## src/rtl/rr_pkg.sv

```systemverilog
// Shared types and helpers for the round-robin arbiter and its requester.
package rr_pkg;

  localparam int NUM_REQ_DEF = 4;

  typedef logic [NUM_REQ_DEF-1:0] req_vec_t;

  typedef enum logic [1:0] {
    IDLE    = 2'd0,
    BURST   = 2'd1,
    RELEASE = 2'd2
  } state_e;

  function automatic logic onehot_chk(input req_vec_t vec);
    int ones;
    ones = 0;
    for (int i = 0; i < NUM_REQ_DEF; i++) begin
      if (vec[i]) ones++;
    end
    return (ones == 1);
  endfunction

endpackage

```

## src/rtl/rr_req_fifo.sv

```systemverilog
// Single-channel synchronous FIFO used by rr_requester; DEPTH must be a power of two.
module rr_req_fifo #(
  parameter int DW    = 8,
  parameter int DEPTH = 4
) (
  input  logic                   clk,
  input  logic                   rst,
  input  logic                   push_i,
  input  logic [DW-1:0]          push_data_i,
  input  logic                   pop_i,
  output logic                   full_o,
  output logic                   empty_o,
  output logic [DW-1:0]          head_o,
  output logic [$clog2(DEPTH):0] count_o
);
  localparam int AW = $clog2(DEPTH);
  localparam int CW = AW + 1;

  logic [DW-1:0] mem_q [DEPTH];
  logic [AW-1:0] wr_ptr_q;
  logic [AW-1:0] rd_ptr_q;
  logic [CW-1:0] count_q;
  logic          do_push;
  logic          do_pop;

  assign full_o  = (count_q == CW'(DEPTH));
  assign empty_o = (count_q == '0);
  assign do_push = push_i && !full_o;
  assign do_pop  = pop_i && !empty_o;
  assign head_o  = mem_q[rd_ptr_q];
  assign count_o = count_q;

  // NOTE: storage is not reset; the pointers and count alone define which entries are valid.
  always_ff @(posedge clk) begin
    if (do_push) mem_q[wr_ptr_q] <= push_data_i;
  end

  // NOTE: sequential state uses non-blocking assignments so every register samples pre-edge values.
  always_ff @(posedge clk or negedge rst) begin
    if (!rst) begin
      wr_ptr_q <= '0;
      rd_ptr_q <= '0;
      count_q  <= '0;
    end else begin
      if (do_push) wr_ptr_q <= wr_ptr_q + 1'b1;
      if (do_pop)  rd_ptr_q <= rd_ptr_q + 1'b1;
      case ({do_push, do_pop})
        2'b10:   count_q <= count_q + 1'b1;
        2'b01:   count_q <= count_q - 1'b1;
        default: count_q <= count_q;
      endcase
    end
  end

endmodule

```

## src/rtl/rr_requester.sv

```systemverilog
// Requester side of the 4-way round-robin arbiter: per-channel FIFOs, req generation, burst streaming.
// Optional RR_REQUESTER_STATS_EN adds per-channel saturating grant counters on port grant_cnt.
module rr_requester
  import rr_pkg::*;
#(
  parameter int NUM_REQ   = NUM_REQ_DEF,
  parameter int DW        = 8,
  parameter int DEPTH     = 4,
  parameter int MAX_BURST = 4
) (
  input  logic                       clk,
  input  logic                       rst,
  input  logic [NUM_REQ-1:0]         in_valid,
  input  logic [NUM_REQ*DW-1:0]      in_data,
  output logic [NUM_REQ-1:0]         in_ready,
  output logic [NUM_REQ-1:0]         req,
  input  logic [NUM_REQ-1:0]         gnt,
  output logic                       out_valid,
  output logic [DW-1:0]              out_data,
  output logic [$clog2(NUM_REQ)-1:0] out_id,
  input  logic                       out_ready,
  output logic                       err
`ifdef RR_REQUESTER_STATS_EN
  ,
  output logic [NUM_REQ*16-1:0]      grant_cnt
`endif
);
  localparam int IDW = $clog2(NUM_REQ);
  localparam int CW  = $clog2(DEPTH) + 1;
  localparam int BW  = $clog2(MAX_BURST + 1);

  state_e            state_q, state_d;
  logic [IDW-1:0]    cur_q, cur_d;
  logic [BW-1:0]     beat_q, beat_d;
  logic              err_q, err_d;
  logic [NUM_REQ-1:0] req_q, req_d;

  logic [NUM_REQ-1:0] fifo_full, fifo_empty, fifo_pop, push_acc;
  logic [DW-1:0]      fifo_head [NUM_REQ];
  logic [CW-1:0]      fifo_cnt  [NUM_REQ];
  logic               accept;

  for (genvar i = 0; i < NUM_REQ; i++) begin : g_fifo
    assign fifo_pop[i] = accept && (cur_q == IDW'(i));
    rr_req_fifo #(.DW(DW), .DEPTH(DEPTH)) u_fifo (
      .clk        (clk),
      .rst        (rst),
      .push_i     (in_valid[i]),
      .push_data_i(in_data[i*DW +: DW]),
      .pop_i      (fifo_pop[i]),
      .full_o     (fifo_full[i]),
      .empty_o    (fifo_empty[i]),
      .head_o     (fifo_head[i]),
      .count_o    (fifo_cnt[i])
    );
  end

  assign in_ready  = ~fifo_full;
  assign push_acc  = in_valid & in_ready;
  assign out_valid = (state_q == BURST) && gnt[cur_q] && !fifo_empty[cur_q];
  assign out_data  = out_valid ? fifo_head[cur_q] : '0;
  assign out_id    = cur_q;
  assign accept    = out_valid && out_ready;
  assign req       = req_q;
  assign err       = err_q;

  // NOTE: every combinational output gets a default first, so no path can infer a latch.
  always_comb begin
    state_d = state_q;
    cur_d   = cur_q;
    beat_d  = beat_q;
    err_d   = err_q;
    case (state_q)
      IDLE: begin
        if (onehot_chk(gnt)) begin
          if ((gnt & req_q) != '0) begin
            state_d = BURST;
            beat_d  = '0;
            for (int i = 0; i < NUM_REQ; i++) begin
              if (gnt[i]) cur_d = IDW'(i);
            end
          end
        end else if (gnt != '0) begin
          err_d = 1'b1;
        end
      end
      BURST: begin
        if (!gnt[cur_q]) begin
          err_d   = 1'b1;
          state_d = RELEASE;
        end else if (accept) begin
          beat_d = beat_q + 1'b1;
          // A push landing on the last word keeps the burst going.
          if (beat_q == BW'(MAX_BURST - 1) ||
              (fifo_cnt[cur_q] == CW'(1) && !push_acc[cur_q]))
            state_d = RELEASE;
        end
      end
      RELEASE: state_d = IDLE;
      default: state_d = IDLE;
    endcase

    for (int i = 0; i < NUM_REQ; i++) begin
      req_d[i] = !fifo_empty[i] && !(state_d == RELEASE && cur_q == IDW'(i));
    end
  end

  always_ff @(posedge clk or negedge rst) begin
    if (!rst) begin
      state_q <= IDLE;
      cur_q   <= '0;
      beat_q  <= '0;
      err_q   <= 1'b0;
      req_q   <= '0;
    end else begin
      state_q <= state_d;
      cur_q   <= cur_d;
      beat_q  <= beat_d;
      err_q   <= err_d;
      req_q   <= req_d;
    end
  end

`ifdef RR_REQUESTER_STATS_EN
  logic [15:0] grant_cnt_q [NUM_REQ];

  always_ff @(posedge clk or negedge rst) begin
    if (!rst) begin
      for (int i = 0; i < NUM_REQ; i++) grant_cnt_q[i] <= '0;
    end else if (state_q == IDLE && state_d == BURST && grant_cnt_q[cur_d] != 16'hFFFF) begin
      grant_cnt_q[cur_d] <= grant_cnt_q[cur_d] + 1'b1;
    end
  end

  for (genvar i = 0; i < NUM_REQ; i++) begin : g_gcnt
    assign grant_cnt[i*16 +: 16] = grant_cnt_q[i];
  end
`endif

endmodule
```

## config.mk

```make
export PLATFORM = sky130hd
export DESIGN_NAME = rr_requester
export DESIGN_NICKNAME = d
export VERILOG_FILES = /design/src/rtl/rr_pkg.sv /design/src/rtl/rr_req_fifo.sv /design/src/rtl/rr_requester.sv
export SDC_FILE = /design/constraint.sdc
export NUM_CORES = 1
export LEC_CHECK = 0
export CAP_MARGIN = 20
export CORE_MARGIN = 5
export CORE_UTILIZATION = 54
export CTS_BUF_LIST = sky130_fd_sc_hd__clkbuf_8
export CTS_CLUSTER_SIZE = 14
export DETAILED_ROUTE_END_ITERATION = 10
export PLACE_DENSITY = 0.79
export SKIP_LAST_GASP = 1
export SLEW_MARGIN = 25
export SYNTH_ARGS = -nofsm -noshare
export SYNTH_HDL_FRONTEND = slang
export SYNTH_SLANG_ARGS = --single-unit
```

## constraint.sdc

```tcl
create_clock -name clk -period 2.56 [get_ports clk]
set_clock_uncertainty 0.2 [all_clocks]
set_input_delay 0.384 -clock clk [delete_from_list [all_inputs] [get_ports clk]]
set_output_delay 0.384 -clock clk [all_outputs]
set_load 0.05 [all_outputs]
```

== After elaboration in Yosys (flattened, before gate mapping) ==
Memory sizes are Yosys's and may differ from the RTL's.
Index checks and enable logic that the tools add are counted.

* Register bits: 40
* Bits in writable memories: 128
* Input port bits: 43
* Output and inout bits: 20
* Word-level logic and storage cells: 181
* Memories: 4

* Add/sub/neg operators: 20
* Order comparisons: 2
* Equality and inequality tests: 27
* Multiplexer cells: 52
* Bitwise logic cells: 4
* Reduce and logical (&&, ||, !) cells: 55

{| class="wikitable"
|+ Memories
! memory !! words !! width !! read ports !! clocked after Yosys merged registers in !! write ports !! line !! source
|-
| g_fifo[0].u_fifo.mem_q || 4 || 8 || 1 || 0 || 1 || rr_req_fifo.sv:19 || <nowiki>logic [DW-1:0] mem_q [DEPTH];</nowiki>
|-
| g_fifo[1].u_fifo.mem_q || 4 || 8 || 1 || 0 || 1 || rr_req_fifo.sv:19 ||
|-
| g_fifo[2].u_fifo.mem_q || 4 || 8 || 1 || 0 || 1 || rr_req_fifo.sv:19 ||
|-
| g_fifo[3].u_fifo.mem_q || 4 || 8 || 1 || 0 || 1 || rr_req_fifo.sv:19 ||
|}

{| class="wikitable"
|+ Operator list
! operator !! count
|-
| $mux W32 || 7
|-
| $add A32 B2 Y32 const B || 3
|-
| $eq A32 B2 Y1 const B || 1
|-
| $pmux W3 S2 || 5
|-
| $logic_and A1 B1 Y1 || 24
|-
| $mux W8 || 3
|-
| $mux W2 || 9
|-
| $mux W3 || 6
|-
| $add A2 B1 Y2 const B || 8
|-
| $bmux W8 S2 || 1
|-
| $add A3 B1 Y3 const B || 5
|-
| $mux W1 || 15
|-
| $eq A2 B2 Y1 const B || 7
|-
| $logic_not A1 Y1 || 14
|-
| $eq A2 B1 Y1 const B || 6
|-
| $eq A3 B3 Y1 const B || 4
|-
| $logic_not A3 Y1 || 4
|-
| $ne A2 B2 Y1 const B || 6
|-
| $sub A3 B1 Y3 const B || 4
|-
| $reduce_bool A2 Y1 || 5
|-
| $and A4 B4 Y4 || 2
|-
| $reduce_and A4 Y1 || 2
|-
| $reduce_bool A4 Y1 || 2
|-
| $bmux W1 S2 || 3
|-
| 13 further kinds || 14
|}

== Depth between registers and ports, before layout ==
Gate-level depths: netlist of run 1.

* Word-level depth: 18
* Mapped depth: 11
* Gate-level depth less buffers: 10

== Hierarchy ==
A second synthesis of run 1 with hierarchy kept.

* Cells, all modules: 434
* Area total of the unflattened synthesis: 7603.5 sq um

{| class="wikitable"
|+ By module, submodules not included
! module !! instances !! cells an instance !! area an instance (sq um) !! sequential area each (sq um)
|-
| rr_req_fifo || 4 || 79 || 1592.8 || 1136.1
|-
| rr_requester || 1 || 118 || 1232.4 || 300.3
|}

== Worst setup path before layout of run 1 ==
No wires, ideal clock.

* Path kind: register to register
* From: reg cur_q[0], in the netlist out_id[0]
* To: reg g_fifo[0].u_fifo.count_q[2]
* Library setup time: 79 ps
* Data arrival time: 2661 ps
* Data required time: 2281 ps
* Slack: -380 ps
* Stages on the path, launching flop included: 12
* Buffers on the path: 1
* Period minus slack after synthesis: 2940 ps
* Path through: dfrtp_1 -> buf_4 -> nor2_1 -> a22oi_2 -> nand4_4 -> nor3_4 -> ha_1 -> inv_1 -> fa_1 -> xor2_1 -> nor2_1 -> xor2_1

* Longest elaborated chain between the ends: 9
* Elaborated cells on any way between the ends: 15
* Classes of those cells: eq/ne (2); mux (5); reduce/logical (8)

{| class="wikitable"
|+ Ends and longest elaborated chain
! item !! line !! source
|-
| from (decl) || rr_requester.sv:33 || <nowiki>logic [IDW-1:0] cur_q, cur_d;</nowiki>
|-
| from (signal assigned) || rr_requester.sv:117 || <nowiki>cur_q <= cur_d;</nowiki>
|-
| $bmux W1 S2 || rr_requester.sv:60 || <nowiki>assign out_valid = (state_q == BURST) && gnt[cur_q] && !fifo_empty[cur_q];</nowiki>
|-
| $mux W1 (not written as such) || rr_requester.sv:60 ||
|-
| $logic_and A1 B1 Y1 or $logic_not A1 Y1 (tied branches) || rr_requester.sv:60 ||
|-
| $logic_and A1 B1 Y1 || rr_requester.sv:60 ||
|-
| $logic_and A1 B1 Y1 || rr_requester.sv:63 || <nowiki>assign accept = out_valid && out_ready;</nowiki>
|-
| $logic_and A1 B1 Y1 * || rr_requester.sv:44 || <nowiki>assign fifo_pop[i] = accept && (cur_q == IDW'(i));</nowiki>
|-
| $logic_and A1 B1 Y1 * || rr_req_fifo.sv:29 || <nowiki>assign do_pop = pop_i && !empty_o;</nowiki>
|-
| named net g_fifo[0].u_fifo.do_pop || rr_req_fifo.sv:24 || <nowiki>logic do_pop;</nowiki>
|-
| $eq A2 B1 Y1 or $eq A2 B2 Y1 (tied branches) || rr_req_fifo.sv:47 || <nowiki>case ({do_push, do_pop})</nowiki>
|-
| $pmux W3 S2 or $reduce_bool A2 Y1 (tied branches) || n/a ||
|-
| to (signal assigned) || rr_req_fifo.sv:48 || <nowiki>2'b10: count_q <= count_q + 1'b1;</nowiki>
|-
| to (signal assigned) || rr_req_fifo.sv:49 || <nowiki>2'b01: count_q <= count_q - 1'b1;</nowiki>
|-
| to (signal assigned) || rr_req_fifo.sv:50 || <nowiki>default: count_q <= count_q;</nowiki>
|-
| to (decl) || rr_req_fifo.sv:22 || <nowiki>logic [CW-1:0] count_q;</nowiki>
|}

The timed path passes the listed nets; every way through them passes the cells marked *. The select of a mux whose other input is x is not followed.
A chain may end at the register's enable or synchronous reset.

== Worst setup path in the final report of run 1 ==
* From: reg g_fifo[0].u_fifo.rd_ptr_q[0]
* To: out out_data[1]

* Longest elaborated chain between the ends: 5

{| class="wikitable"
|+ Ends and longest elaborated chain
! item !! line !! source
|-
| from (decl) || rr_req_fifo.sv:21 || <nowiki>logic [AW-1:0] rd_ptr_q;</nowiki>
|-
| from (signal assigned) || rr_req_fifo.sv:46 || <nowiki>if (do_pop) rd_ptr_q <= rd_ptr_q + 1'b1;</nowiki>
|-
| $mem_v2 Z4 W8 || n/a ||
|-
| $bmux W8 S2 || rr_requester.sv:61 || <nowiki>assign out_data = out_valid ? fifo_head[cur_q] : '0;</nowiki>
|-
| $mux W8 (not written as such) (2 in a row) || rr_requester.sv:61 ||
|-
| $mux W8 || rr_requester.sv:61 ||
|-
| to (decl) || rr_requester.sv:19 || <nowiki>output logic [DW-1:0] out_data,</nowiki>
|}

No other way between the ends. The select of a mux whose other input is x is not followed.

==> results.ini, run 1 <==
[placement]
pre_cts_ws_ns=-0.479
portBuffers=62
gp_congestion=0.818
dp_hpwl_mm=10.7

[drt]
vias_per_cell=5.67
first_iter_violations=369
detail-route-antenna-nets=0
num_vias=4278
first_pass_iters=5
drc=0
wirelength_mm=15.3
routedWlPerCell_um=20.3

[logic_synthesis]
synthCells=436
synth_cell_types=46
synth_top_flop_cell=edfxtp_1
yosysSeqAreaShare=0.656
syn_area_um2=7390
synth_edf_count=128
ys_warn_count=0
avgSynthCellArea_um2=16.9
synthArstFlopShare=0.238
ys_ff_latch=168
syn_nets=508

[pwr]
powerDensity_nw_per_um2=1090
leakage_nw=3.54
vdd_drop_max_v=0.000656

[clocking]
insertion_delay_ns=0.45
clk_pin_slew_ns=0.09
cts_sinks=168
cts-buffers-inserted=17
clock_path_buffers=2
cts_root_buffer=clkbuf_8
cts_tree=yes
htree_levels=4

[global_routing]
gr-total-overflow=0
antenna_found_initial=0
first_global_vias=4392
grt_pass1_wl_mm=23.6
grt_use_total=0.194
grt_max_degree=31

[hold_path]
hp-class=primary input to asynchronous set/reset pin

[timing]
post-route-period-util=1.15
rsz0062_at_grt=true
max_freq_mhz=341
slew_headroom=0.631
fin_ws_ns=-0.374
finalMaxSlewViolations=0
setup_viol=16
final-hold-violation-count=0
fin_crit_ns=2.93
tightest_slew_ns=0.547
timing.hold.ws_ns=0.116

[layout]
n_antenna_cell=0
nets=638
fin_util=0.702
fillers=824
area_growth_pct=26.9
drive_gt1_frac=0.328
regArea_um2=4850
multiInputGateArea_um2=2520

[critical_path]
worstPathRequired_ns=1.98
timing.rr.start=out_id[0]
end_kind=output port
critical_path_class=flip-flop to output port
crit_arrival_ns=2.35
crit_fanout=8
reg2reg_depth=12
start_kind=flip-flop
reg2reg_to=g_fifo[2].u_fifo.count_o[2]
r2r_slack_ns=-0.25

[run_status]
failed_checks=setup timing
status=finished with violations

[floorplanning]
die_h_um=127
die-area_um2=16100
core_um2=13300
row_count=42
initial_utilization=0.553
io_pins=63
die_w_um=127

[run]
drv_cap=0

[area by class of cell]
| class | count | area share |
|---|---|---|
| clock buffers | 17 | 0.0250 |
| clock inverters | 15 | 0.0152 |
| inverters | 28 | 0.0117 |
| multi-input cells | 224 | 0.269 |
| flip-flops and latches | 168 | 0.517 |
| well taps | 176 | 0.0235 |
| repair buffers | 127 | 0.138 |
[stage by stage]
step	power, mW	cells	cell area (um2)	TNS [ns]
5_1_grt	10.8	755	9370	-5.41
2_1_floorplan	6.58	436	7430	-1.75
4_1_cts	10.2	747	9270	-4.29
3_5_place_dp	8.13	703	8670	-6.97
3_3_place_gp	7.97	703	8670	-5.40
6_report	10.3	755	9370	-4.01
[flip-flops by register name, summed over array words and instances (netlist names)]
register and cells:
err 1, g_fifo.u_fifo.mem_q 128, g_fifo.u_fifo.count_o 12, state_q 2, beat_q 3, req 4
out_id 2, g_fifo.u_fifo.wr_ptr_q 8, g_fifo.u_fifo.rd_ptr_q 8
[worst max-delay path by stage]
stage	from	to	slack [ns]
after floorplan	out_id[0]	g_fifo[0].u_fifo.count_o[2]	-0.21
after global placement	gnt[1]	g_fifo[0].u_fifo.count_o[2]	-0.41
after detailed placement	gnt[0]	g_fifo[2].u_fifo.count_o[2]	-0.48
after CTS	g_fifo[1].u_fifo.rd_ptr_q[0]	out_data[1]	-0.41
after global routing	g_fifo[2].u_fifo.rd_ptr_q[0]	out_data[7]	-0.46
final	g_fifo[0].u_fifo.rd_ptr_q[0]	out_data[1]	-0.37
[Yosys cell counts (2+ instances only)]
master	instances	area share
nand2b_1	3	0.0025
a22oi_2	2	0.0034
nor2_1	11	0.0056
inv_1	28	0.014
ha_1	25	0.042
nor2_2	4	0.0034
and2_1	4	0.0034
clkbuf_1	4	0.0020
mux4_2	42	0.13
fa_1	4	0.011
a21oi_1	5	0.0034
a22oi_1	2	0.0020
mux2i_1	2	0.0027
nand3_1	10	0.0068
mux2_2	2	0.0030
xor2_1	13	0.015
nor2b_1	12	0.010
dfrtp_1	40	0.14
and3_1	17	0.014
or3b_2	2	0.0024
o21ai_0	9	0.0061
nand2_1	12	0.0061
buf_2	8	0.0054
a211oi_1	6	0.0061
edfxtp_1	128	0.52
xnor2_1	13	0.015
nor3_1	7	0.0047
buf_1	3	0.0015
[timing repair]
item | in CTS | in global routing
pin swaps | 16 | 16
hold buffers | 1 | 0
gates cloned | 1 | 0
endpoints found under the setup margin | 17 | 23
setup buffers | 10 | 8
hold endpoints to repair | 40 | 0
resized for setup | 29 | 20
[critical path: stages (launching register included)]
cell and delay [ns]:
dfrtp_1 0.41, buf_12 0.15, mux4_2 0.55, mux4_2 0.49, nor2b_4 0.16, buf_12 0.14
[layout by cell type, fill, tap and decap left out, drive strengths merged, types with 3 or more instances in the layout]
master         instances
nor2b                 12
clkdlybuf4s50         45
clkinvlp               3
fa                     4
xor2                  13
edfxtp               128
a211oi                 6
inv                   35
buf                   74
mux4                  42
nand2b                 3
and3                  17
ha                    25
dlygate4sd2            3
and2                   5
nor3                   8
xnor2                 13
nand2                 12
o21ai                  9
clkbuf                18
a21oi                  5
dfrtp                 40
clkinv                 4
nand3                 10
nor2                  15
a22oi                  4
[metal layers]
layer,routed length [um],share of wire,global-route usage,vias up
li1,-,-,-,1928
met1,6240,0.41,0.259,2148
met2,7870,0.51,0.319,182
met3,1050,0.069,0.0563,20
met4,163,0.011,0.0467,0
met5,0,0,0,-
[power breakdown]
part	leakage [nW]	total (mW)	internal (mW)	switching, mW
clock	0.187	1.79	0.788	1.00
combinational	1.70	4.37	2.21	2.17
sequential	1.65	4.10	3.67	0.424
total	3.54	10.3	6.66	3.59
[cell families (layout without fill, tap and decap cells)]
| group | after synthesis | after routing | share of synthesized area |
|---|---|---|---|
| AO/OA/AOI/OAI | 33 | 33 | 0.0310 |
| XOR/XNOR | 26 | 26 | 0.0308 |
| adder cells (fa/ha/maj) | 29 | 29 | 0.0532 |
| buffers and inverters | 44 | 187 | 0.0242 |
| flip-flops | 168 | 168 | 0.656 |
| multiplexers | 46 | 46 | 0.134 |
| AND/OR/NAND/NOR | 90 | 90 | 0.0711 |
No activity file was read; power rests on OpenSTA's default activity.
==> run 2: changes to the inputs <==
Settings changed: SKIP_CTS_REPAIR_TIMING set to 1.
==> run 2 against run 1 <==
The flow still finishes with violations (setup timing). Fmax is 0.81% lower. Clock power hardly changed. Wire length is 1.9% lower. Critical endpoint is now out_data[3]. Count of clock-buffer cells in the layout stayed put. Flip-flop and latch count stayed put. Die area stayed put. Critical path depth stayed put. Via count is 0.14% lower. Non-clock buffer count is 7 lower.
==> results.ini, run 2 (synthesis results as in run 1) <==
[run_status]
status=finished with violations
failed_checks=setup timing

[clocking]
cts-buffers-inserted=17
htree_levels=4
cts_root_buffer=clkbuf_8
clock_path_buffers=2
clk_pin_slew_ns=0.09
cts_sinks=168
insertion_delay_ns=0.45
cts_tree=yes

[timing]
finalMaxSlewViolations=0
tightest_slew_ns=0.544
timing.hold.ws_ns=0.121
final-hold-violation-count=0
rsz0062_at_grt=true
fin_tns_setup_ns=-4.12
fin_ws_ns=-0.398
slew_headroom=0.637
post-route-period-util=1.16
fin_crit_ns=2.96
max_freq_mhz=338
setup_viol=16

[layout]
largest_reg_flops=128
final_common_cell=edfxtp_1
n_antenna_cell=0
area_growth_pct=25.9
fillers=834
nets=631
final_cell_mix=128 x edfxtp_1, 47 x buf_4, 45 x clkdlybuf4s50_1
regMostFlops=g_fifo.u_fifo.mem_q
drive_gt1_frac=0.315

[critical_path]
start_kind=flip-flop
r2r_slack_ns=-0.27
worstPathRequired_ns=1.98
crit_arrival_ns=2.37
critical_path_class=flip-flop to output port
end_kind=output port
crit_fanout=8

[drt]
drc=0
vias_per_cell=5.71
first_pass_iters=5
wirelength_mm=15.0
detail-route-antenna-nets=0
routedWlPerCell_um=20.1
num_vias=4272
first_iter_violations=388

[global_routing]
first_global_vias=4241
grt_max_degree=31
grt_use_total=0.187
antenna_found_initial=0
gr-total-overflow=0
grt_pass1_wl_mm=22.8

[floorplanning]
core_um2=13300
row_count=42
initial_utilization=0.553
die_h_um=127
die_w_um=127
die-area_um2=16100
io_pins=63

[run]
drv_cap=0

[pwr]
leakage_nw=3.50
vdd_drop_max_v=0.000655
powerDensity_nw_per_um2=1090

[placement]
dp_hpwl_mm=10.7
gp_congestion=0.818
portBuffers=62

[hold_path]
hp-class=primary input to asynchronous set/reset pin

[run 2: report_power, final]
group	internal [mW]	switching, mW
combinational	2.15	2.14
clock	0.788	0.995
sequential	3.67	0.423
total	6.61	3.56
[run 2: final timing paths]
kind / from / end / cells after the start
max in group asynchronous: rst / out_id[1] / 3
min in group clk: gnt[1] / out_id[0] / 4
setup reg to reg: out_id[0] / g_fifo[1].u_fifo.count_o[2] / 12
setup / recovery: g_fifo[0].u_fifo.rd_ptr_q[0] / out_data[3] / 5
hold / removal: rst / err / 2
hold reg to reg: beat_q[2] / beat_q[2] / 1
[run 2: critical path, stage by stage (launching register included)]
cell     delay, ns
dfrtp_1       0.41
buf_12        0.16
mux4_2        0.55
mux4_2        0.48
nor2b_1       0.18
buf_12        0.15
[run 2: cell type report]
| cell class | count | area, um2 | share of cell area |
|---|---|---|---|
| Sequential cell | 168 | 4850 | 0.521 |
| Multi-Input combinational cell | 224 | 2490 | 0.268 |
| Timing Repair Buffer | 120 | 1250 | 0.135 |
| Clock buffer | 17 | 234 | 0.0252 |
| Tap cell | 176 | 220 | 0.0237 |
| Clock inverter | 15 | 143 | 0.0153 |
| Inverter | 28 | 110 | 0.0118 |
[run 2: layer usage]
layer	global-route usage	vias up	part of all wire
li1	-	1912	-
met1	0.258	2171	0.40
met2	0.302	171	0.51
met3	0.0517	18	0.079
met4	0.0416	0	0.012
met5	0	-	0
[run 2: per-stage QoR]
step	util	setup slack, ns	cells	instance area, um2	total power [mW]
after global routing	0.697	-0.468	748	9300	10.7
after CTS	0.678	-0.451	735	9050	9.90
after global placement	0.650	-0.405	703	8670	7.97
final	0.697	-0.398	748	9300	10.2
after floorplan	-	-0.207	436	7430	6.58
after detailed placement	0.650	-0.479	703	8670	8.13
